==> config.mk <==
export PLATFORM = sky130hd
export DESIGN_NAME = pkt_tx
export DESIGN_NICKNAME = d
export VERILOG_FILES = /design/src/rtl/pkt_tx.sv
export SDC_FILE = /design/constraint.sdc
export NUM_CORES = 1
export LEC_CHECK = 0
export ABC_AREA = 0
export CAP_MARGIN = 0
export CORE_AREA = 8 8 129 131
export CTS_BUF_LIST = sky130_fd_sc_hd__clkbuf_4
export CTS_CLUSTER_SIZE = 8
export DETAILED_ROUTE_END_ITERATION = 10
export DIE_AREA = 0 0 137 139
export MAX_ROUTING_LAYER = met4
export REMOVE_ABC_BUFFERS = 1
export SLEW_MARGIN = 40
export SYNTH_ARGS = -nofsm -noshare
export SYNTH_HDL_FRONTEND = slang
export SYNTH_SLANG_ARGS = --single-unit
==> constraint.sdc <==
create_clock -name clk -period 2.4 [get_ports clk]
set_input_delay 0.36 -clock clk [delete_from_list [all_inputs] [get_ports clk]]
set_output_delay 0.36 -clock clk [all_outputs]
set_load 0.005 [all_outputs]
==> src/rtl/pkt_tx.sv <==
// pkt_tx: transmit-side framer for the vehicle packet link.
//
// Buffers 16-bit payload requests (with destination ID) in a DEPTH-entry FIFO
// and serializes each as a 4-byte frame {dest, src, payload[15:8], payload[7:0]}
// over a byte-wide valid/ready link. A kill request queues one broadcast kill
// frame {KILL_ID, src, KILL_PAYLOAD} that takes priority at the next frame
// boundary; it never preempts a frame in flight and never flushes the FIFO.
//
// Ports:
//   clk, rst_n     clock, asynchronous active-low reset
//   src_id         own vehicle ID, captured when a frame is loaded
//   req_dest       request destination ID
//   req_data       request payload
//   req_valid      request offered
//   req_ready      FIFO has room (registered occupancy only)
//   kill_req       pulse: queue a broadcast kill frame
//   tx_frame       outgoing byte (0 when idle)
//   tx_valid       tx_frame valid
//   tx_ready       downstream accepts byte
//   busy           frame in progress, kill pending, or FIFO non-empty
//   fifo_count     FIFO occupancy
module pkt_tx #(
    parameter int unsigned DEPTH        = 4,
    parameter logic [7:0]  KILL_ID      = 8'hFF,
    parameter logic [15:0] KILL_PAYLOAD = 16'hFFFF
) (
    input  logic                     clk,
    input  logic                     rst_n,
    input  logic [7:0]               src_id,
    input  logic [7:0]               req_dest,
    input  logic [15:0]              req_data,
    input  logic                     req_valid,
    output logic                     req_ready,
    input  logic                     kill_req,
    output logic [7:0]               tx_frame,
    output logic                     tx_valid,
    input  logic                     tx_ready,
    output logic                     busy,
    output logic [$clog2(DEPTH):0]   fifo_count
);

    localparam int unsigned AW = $clog2(DEPTH);
    localparam int unsigned CW = AW + 1;

    typedef enum logic {
        S_IDLE,
        S_SEND
    } state_e;

    state_e          state_q, state_d;
    logic [1:0]      idx_q, idx_d;
    logic [31:0]     frame_q, frame_d;
    logic            kill_q, kill_d;
    logic [AW-1:0]   wr_ptr_q, wr_ptr_d;
    logic [AW-1:0]   rd_ptr_q, rd_ptr_d;
    logic [CW-1:0]   count_q, count_d;
    logic [23:0]     mem_q [DEPTH];

    logic            push;
    logic            pop;
    logic            fifo_empty;
    logic            byte_done;
    logic            frame_end;
    logic            boundary;
    logic            load_kill;
    logic            load_fifo;
    logic [23:0]     head;
    logic [7:0]      cur_byte;

    assign req_ready  = (count_q != CW'(DEPTH));
    assign fifo_empty = (count_q == '0);
    assign push       = req_valid && req_ready;
    assign head       = mem_q[rd_ptr_q];

    assign byte_done  = (state_q == S_SEND) && tx_ready;
    assign frame_end  = byte_done && (idx_q == 2'd3);
    // Next frame may be loaded from IDLE or on the cycle byte3 is accepted,
    // which gives back-to-back frames with no bubble.
    assign boundary   = (state_q == S_IDLE) || frame_end;
    assign load_kill  = boundary && kill_q;
    assign load_fifo  = boundary && !kill_q && !fifo_empty;
    assign pop        = load_fifo;

    // FIFO bookkeeping
    always_comb begin
        wr_ptr_d = wr_ptr_q;
        rd_ptr_d = rd_ptr_q;
        count_d  = count_q;
        if (push) wr_ptr_d = wr_ptr_q + AW'(1);
        if (pop)  rd_ptr_d = rd_ptr_q + AW'(1);
        case ({push, pop})
            2'b10:   count_d = count_q + CW'(1);
            2'b01:   count_d = count_q - CW'(1);
            default: count_d = count_q;
        endcase
    end

    // Framer FSM next state
    always_comb begin
        state_d = state_q;
        idx_d   = idx_q;
        frame_d = frame_q;
        kill_d  = kill_q;

        if (load_kill) kill_d = 1'b0;
        // A new pulse wins over the clear so a kill arriving as the kill frame
        // is loaded still yields one further kill frame.
        if (kill_req)  kill_d = 1'b1;

        case (state_q)
            S_IDLE: begin
                if (load_kill) begin
                    frame_d = {KILL_ID, src_id, KILL_PAYLOAD};
                    idx_d   = 2'd0;
                    state_d = S_SEND;
                end else if (load_fifo) begin
                    frame_d = {head[23:16], src_id, head[15:0]};
                    idx_d   = 2'd0;
                    state_d = S_SEND;
                end
            end
            S_SEND: begin
                if (byte_done) begin
                    if (idx_q != 2'd3) begin
                        idx_d = idx_q + 2'd1;
                    end else if (load_kill) begin
                        frame_d = {KILL_ID, src_id, KILL_PAYLOAD};
                        idx_d   = 2'd0;
                    end else if (load_fifo) begin
                        frame_d = {head[23:16], src_id, head[15:0]};
                        idx_d   = 2'd0;
                    end else begin
                        idx_d   = 2'd0;
                        state_d = S_IDLE;
                    end
                end
            end
            default: state_d = S_IDLE;
        endcase
    end

    always_ff @(posedge clk or negedge rst_n) begin
        if (!rst_n) begin
            state_q  <= S_IDLE;
            idx_q    <= 2'd0;
            frame_q  <= '0;
            kill_q   <= 1'b0;
            wr_ptr_q <= '0;
            rd_ptr_q <= '0;
            count_q  <= '0;
        end else begin
            state_q  <= state_d;
            idx_q    <= idx_d;
            frame_q  <= frame_d;
            kill_q   <= kill_d;
            wr_ptr_q <= wr_ptr_d;
            rd_ptr_q <= rd_ptr_d;
            count_q  <= count_d;
        end
    end

    // Storage needs no reset; occupancy tracks validity.
    always_ff @(posedge clk) begin
        if (push) mem_q[wr_ptr_q] <= {req_dest, req_data};
    end

    always_comb begin
        case (idx_q)
            2'd0:    cur_byte = frame_q[31:24];
            2'd1:    cur_byte = frame_q[23:16];
            2'd2:    cur_byte = frame_q[15:8];
            default: cur_byte = frame_q[7:0];
        endcase
    end

    assign tx_valid   = (state_q == S_SEND);
    assign tx_frame   = tx_valid ? cur_byte : 8'h00;
    assign busy       = (state_q != S_IDLE) || kill_q || !fifo_empty;
    assign fifo_count = count_q;

endmodule

### Word level (Yosys, flattened, before mapping)

Memories as Yosys holds them, arrays and structs flattened.
Cells that the tools add are included.

| storage, ports and cells | value |
|---|---|
| register bits after elaboration | 43 |
| memory bits (writable) | 96 |
| bits of input ports | 37 |
| memories kept | 1 |

| operators by class | value |
|---|---|
| $add $sub $neg | 5 |
| equal/unequal tests | 10 |
| muxes and demuxes | 22 |
| bitwise logic cells | 1 |
| reductions and logical operators | 17 |

Memory list:

| name | depth | bits a word | read ports | clocked after memory_dff | wr ports | RTL line | text |
|---|---|---|---|---|---|---|---|
| mem_q | 4 | 24 | 1 | 0 | 1 | 57 | `logic [23:0] mem_q [DEPTH];` |

Operator list:

| operator | number |
|---|---|
| two-way mux 32 bit | 4 |
| case mux 32 bit (2 select lines) | 1 |
| case mux 8 bit (3 select lines) | 1 |
| two-way mux 1 bit | 8 |
| two-way mux 2 bit | 4 |
| two-way mux 8 bit | 1 |
| adder 2 x 1 -> 2 bit, second input constant | 3 |
| == test 2 bit, second input constant | 3 |
| logical AND 1 bit | 6 |
| != test 3 bit, second input constant | 2 |
| case mux 3 bit (2 select lines) | 1 |
| == test 2 x 1 -> 1 bit, second input constant | 2 |
| != test 2 bit, second input constant | 2 |
| case mux 2 bit (2 select lines) | 1 |
| AND reduction 2 bit | 2 |
| nonzero test 2 bit | 2 |
| adder 3 x 1 -> 3 bit, second input constant | 1 |
| zero test 3 bit | 1 |
| logical OR 1 bit | 3 |
| subtractor 3 x 1 -> 3 bit, second input constant | 1 |
| zero test 1 bit | 2 |
| zero test 2 bit | 1 |
| != test 2 x 1 -> 1 bit, second input constant | 1 |
| case mux 1 bit (2 select lines) | 1 |
| NOT 1 bit | 1 |

### Depth between registers and ports, before layout

| logic depth | value |
|---|---|
| word-level depth | 10 |
| mapped depth | 9 |
| depth with buffers taken out | 9 |

### Least setup slack after synthesis

Ideal clock, no wire load.

| path | value |
|---|---|
| path type | reg2reg |
| from | register count_q[1], in the netlist fifo_count[1] |
| to | register count_q[2], in the netlist fifo_count[2] |
| library setup time | 79 ps |
| arrival | 2,071 ps |
| data required time | 2,321 ps |
| slack | 250 ps |
| stages on the path, launching flop included | 10 |
| path buffers | 0 |
| path through | dfrtp_1 > or3b_4 > and2_4 > inv_1 > ha_1 > inv_1 > fa_1 > xor2_1 > nor2_1 > xor2_1 |

| on the way | value |
|---|---|
| elaborated cells between the ends (all ways) | 11 |
| those cells by class | add/sub (2); eq/ne (3); mux (1); reduce/logical (5) |

RTL lines:

| item | RTL line | text |
|---|---|---|
| from (decl) | 56 | `logic [CW-1:0] count_q, count_d;` |
| from (signal assigned) | 158 | `count_q <= count_d;` |
| != test 3 bit * | 70 | `assign req_ready = (count_q != CW'(DEPTH));` |
| named net req_ready | 33 | `output logic req_ready,` |
| logical AND 1 bit * | 72 | `assign push = req_valid && req_ready;` |
| == test 2 x 1 -> 1 bit or == test 2 bit (tied branches) | 91 | `case ({push, pop})` |
| case mux 3 bit (2 select lines) or nonzero test 2 bit (tied branches) | - |  |

Mark *: on every way through the listed nets, which the timed path passes. The rest lies on a longest branch.
A chain may end at the register's enable or synchronous reset.

### Worst setup path after layout

| path | value |
|---|---|
| from | register idx_q[1] |
| to | output tx_frame[5] |

| on the way | value |
|---|---|
| cells in the longest elaborated chain, start to end | 3 |
| elaborated cells between the ends (all ways) | 5 |
| those cells by class | eq/ne (2); mux (2); reduce/logical (1) |

Ends and longest elaborated chain:

| item | RTL line | text |
|---|---|---|
| from (decl) | 51 | `logic [1:0] idx_q, idx_d;` |
| from (signal assigned) | 153 | `idx_q <= idx_d;` |
| == test 2 bit (tied with other cells) | 168 | `case (idx_q)` |
| case mux 8 bit (3 select lines) * | 168 |  |
| two-way mux 8 bit * | 177 | `assign tx_frame = tx_valid ? cur_byte : 8'h00;` |
| to (decl) | 35 | `output logic [7:0] tx_frame,` |

Mark *: on every way between the ends. The rest lies on a longest branch, timed or not.

==> impl_metrics.yaml <==
synthesis:
  synth_area_leaders: "edfxtp_1, dfrtp_1, mux4_2, nand3_1, o21ai_0"
  synth_top_area_share: 0.5054
  syn_inst: 352
  syn_area_per_cell_um2: 16.21
  yosysTopAreaCell: "edfxtp_1"
  ys_ff_latch: 139
  synth_warnings: 0
  synth_ff_type: "edfxtp_1"
  async_reset_ff_frac: 0.3094
  synth_enable_flop_cells: 96
  netlist_area_um2: 5704
  synth_cell_types: 33
  synth_seq_area_share: 0.6940
final_layout:
  num_antenna_cells: 0
  layout_commonest_cell: "edfxtp_1"
  nets: 470
  syn_to_final_growth_pct: 22.02
  drive_above_1_share: 0.2713
  final_cell_mix: "edfxtp_1, nand3_1, dfrtp_1"
sta:
  rsz0062_at_grt: "true"
  worst_hold_slack_ns: 0.2961
  slew_viol_final: 0
  skew_ns: 0.01337
  worst_slew_pin_slew_ns: 0.4874
  setup_viol: 0
  fin_crit_sh: 0.9865
  min_period_ns: 2.368
  final-hold-violation-count: 0
  relSlewSlack: 0.6750
  maxClockFrequency_mhz: 422.4
pwr:
  p_leak_nw: 2.481
  combPwrFrac: 0.384
  max-vdd-ir-drop_uv: 455.2
  powerDensity_nw_per_um2: 1231
  power.share.sequential: 0.413
  sw_frac_of_total: 0.3147
  p_int_mw: 5.872
  clkPwrFrac: 0.203
  power.total_mw: 8.568
  p_switching_mw: 2.696
drt:
  routed_wl_um: 11790
  postRouteAntennaNets: 0
  drt-pass1-iter-count: 6
  route.detailed.drc: 0
  avgViaCountPerCell: 5.228
  drtIter0Drc: 252
  via_count: 3257
  routedWlPerCell_um: 18.92
worst_setup_path:
  max_stage_delay_ns: 0.43
  worstPathRequired_ns: 2.04
  path_class: "reg2out"
  crit_path_end_kind: "primary output"
  arrival_ns: 2.01
  crit_path_start: "idx_q[1]"
  slowest_stage: "dfrtp_1"
  critPathBufInv: 2
  cp_max_fo: 8
  crit_chain: "buf_6 > ha_4 > a222oi_1 > o21ai_1 > and2_4 > buf_6"
  crit_top_cell: "buf_6"
  start_kind: "flop"
  reg2reg_from: "idx_q[1]"
  crit_family: "compound AO/OA/AOI/OAI gates"
die:
  die_x_um: 137
  initial_core_util: 0.3867
  io_pins: 51
  rows: 45
  die-area_um2: 19040
  die_h_um: 139
  core_area_um2: 14750
grt:
  grt_pass1_vias: 3476
  grt_pass1_wl_um: 19040
  track_usage: 0.1375
  antenna_found_initial: 0
  grt-ovfl-total: 0
  grt_max_degree: 27
clock_network:
  root_buffer: "clkbuf_4"
  clock_latency_ns: 0.53
  cts_made_buffers: 17
  path_clk_slew_ns: 0.11
  ctsLongestPathBuffers: 2
  htree_levels: 4
  clkSinkCount: 139
  cts_tree: "built"
place:
  numPortBuffers: 50
  dp_hpwl_um: 7290
  gp_congestion: 0.7807
run:
  cap_violations: 0
run_status:
  status: "completed"
hold_path:
  hold_path_class: "in2async"
==> power groups by stage <==
stage,Clock (mW),Sequential (mW),Combinational (mW)
after floorplan,0,3.69,1.69
after global placement,0,3.58,3.13
after detailed placement,0,3.60,3.18
after CTS,1.79,3.54,3.31
after global routing,1.89,3.62,3.61
final,1.74,3.54,3.29
==> state kept, by name, summed over array words and instances, names as in the netlist <==
name / count
fifo_count: 3
frame_q: 32
idx_q: 2
kill_q: 1
mem_q: 96
rd_ptr_q: 2
tx_valid: 1
wr_ptr_q: 2
==> final timing paths <==
check	endpoint	cells after the start	slack [ns]
max	tx_frame[5]	6	0.03
min	frame_q[12]	2	0.30
max reg2reg	fifo_count[2]	10	0.23
min reg2reg	frame_q[19]	1	0.53
max in group asynchronous	frame_q[2]	3	1.42
min in group clk	kill_q	2	0.39
==> metrics by stage <==
stage	util	cells	TNS, ns	instance area, um^2	worst slack (ns)
3_3_place_gp	0.4431	586	0	6536	0.08134
6_report	0.4718	623	0	6960	0.03236
4_1_cts	0.4707	623	-0.004593	6943	-0.002676
2_1_floorplan	-	329	-0.4493	5595	-0.2267
5_1_grt	0.4718	623	-0.6634	6960	-0.1134
3_5_place_dp	0.4431	586	0	6536	0.03785
==> cell usage after synthesis, types with 2 or more instances <==
library cell and instances:
edfxtp_1 96, nand3_1 46, dfrtp_1 43, o21ai_0 34
mux4_2 24, nand2_1 16, clkbuf_1 14, ha_1 10
mux2_2 9, a222oi_1 8, and2_1 8, inv_1 8
buf_4 5, xor2_1 5, and3_2 4, buf_2 3
nor3_1 2, xnor2_1 2
==> cell type report <==
class | count | area (um^2)
clock buffer | 19 | 142.6
clock inverter | 13 | 197.7
fill | 1296 | 7791
inverter | 8 | 30.03
multi-input combinational | 182 | 1667
sequential | 139 | 3959
tap | 188 | 235.2
timing repair buffer | 74 | 729.5
==> what timing repair did <==
action | 4_1_cts | 5_1_grt
hold endpoints to repair | 18 | 0
pin swaps | 22 | 13
setup endpoints to repair | 9 | 9
hold buffers | 1 | 0
buffers inserted | 4 | 0
resized for setup | 54 | 4
==> cell families after synthesis <==
| kind of cell | count (synthesis) | share of synthesized area |
|---|---|---|
| compound gates | 46 | 0.05067 |
| flops | 139 | 0.6940 |
| mux | 34 | 0.1152 |
| fa+ha+maj | 11 | 0.02544 |
| xor+xnor | 7 | 0.01075 |
| buf+inv | 31 | 0.02435 |
| simple gates | 84 | 0.07963 |
==> metal layers <==
metal	GRT usage	up-vias	part of all wire
li1	-	1505	-
met1	0.1676	1639	0.42
met2	0.2099	91	0.50
met3	0.03732	22	0.051
met4	0.06007	0	0.025
met5	-	-	0
No activity file was read; power rests on OpenSTA's default activity.
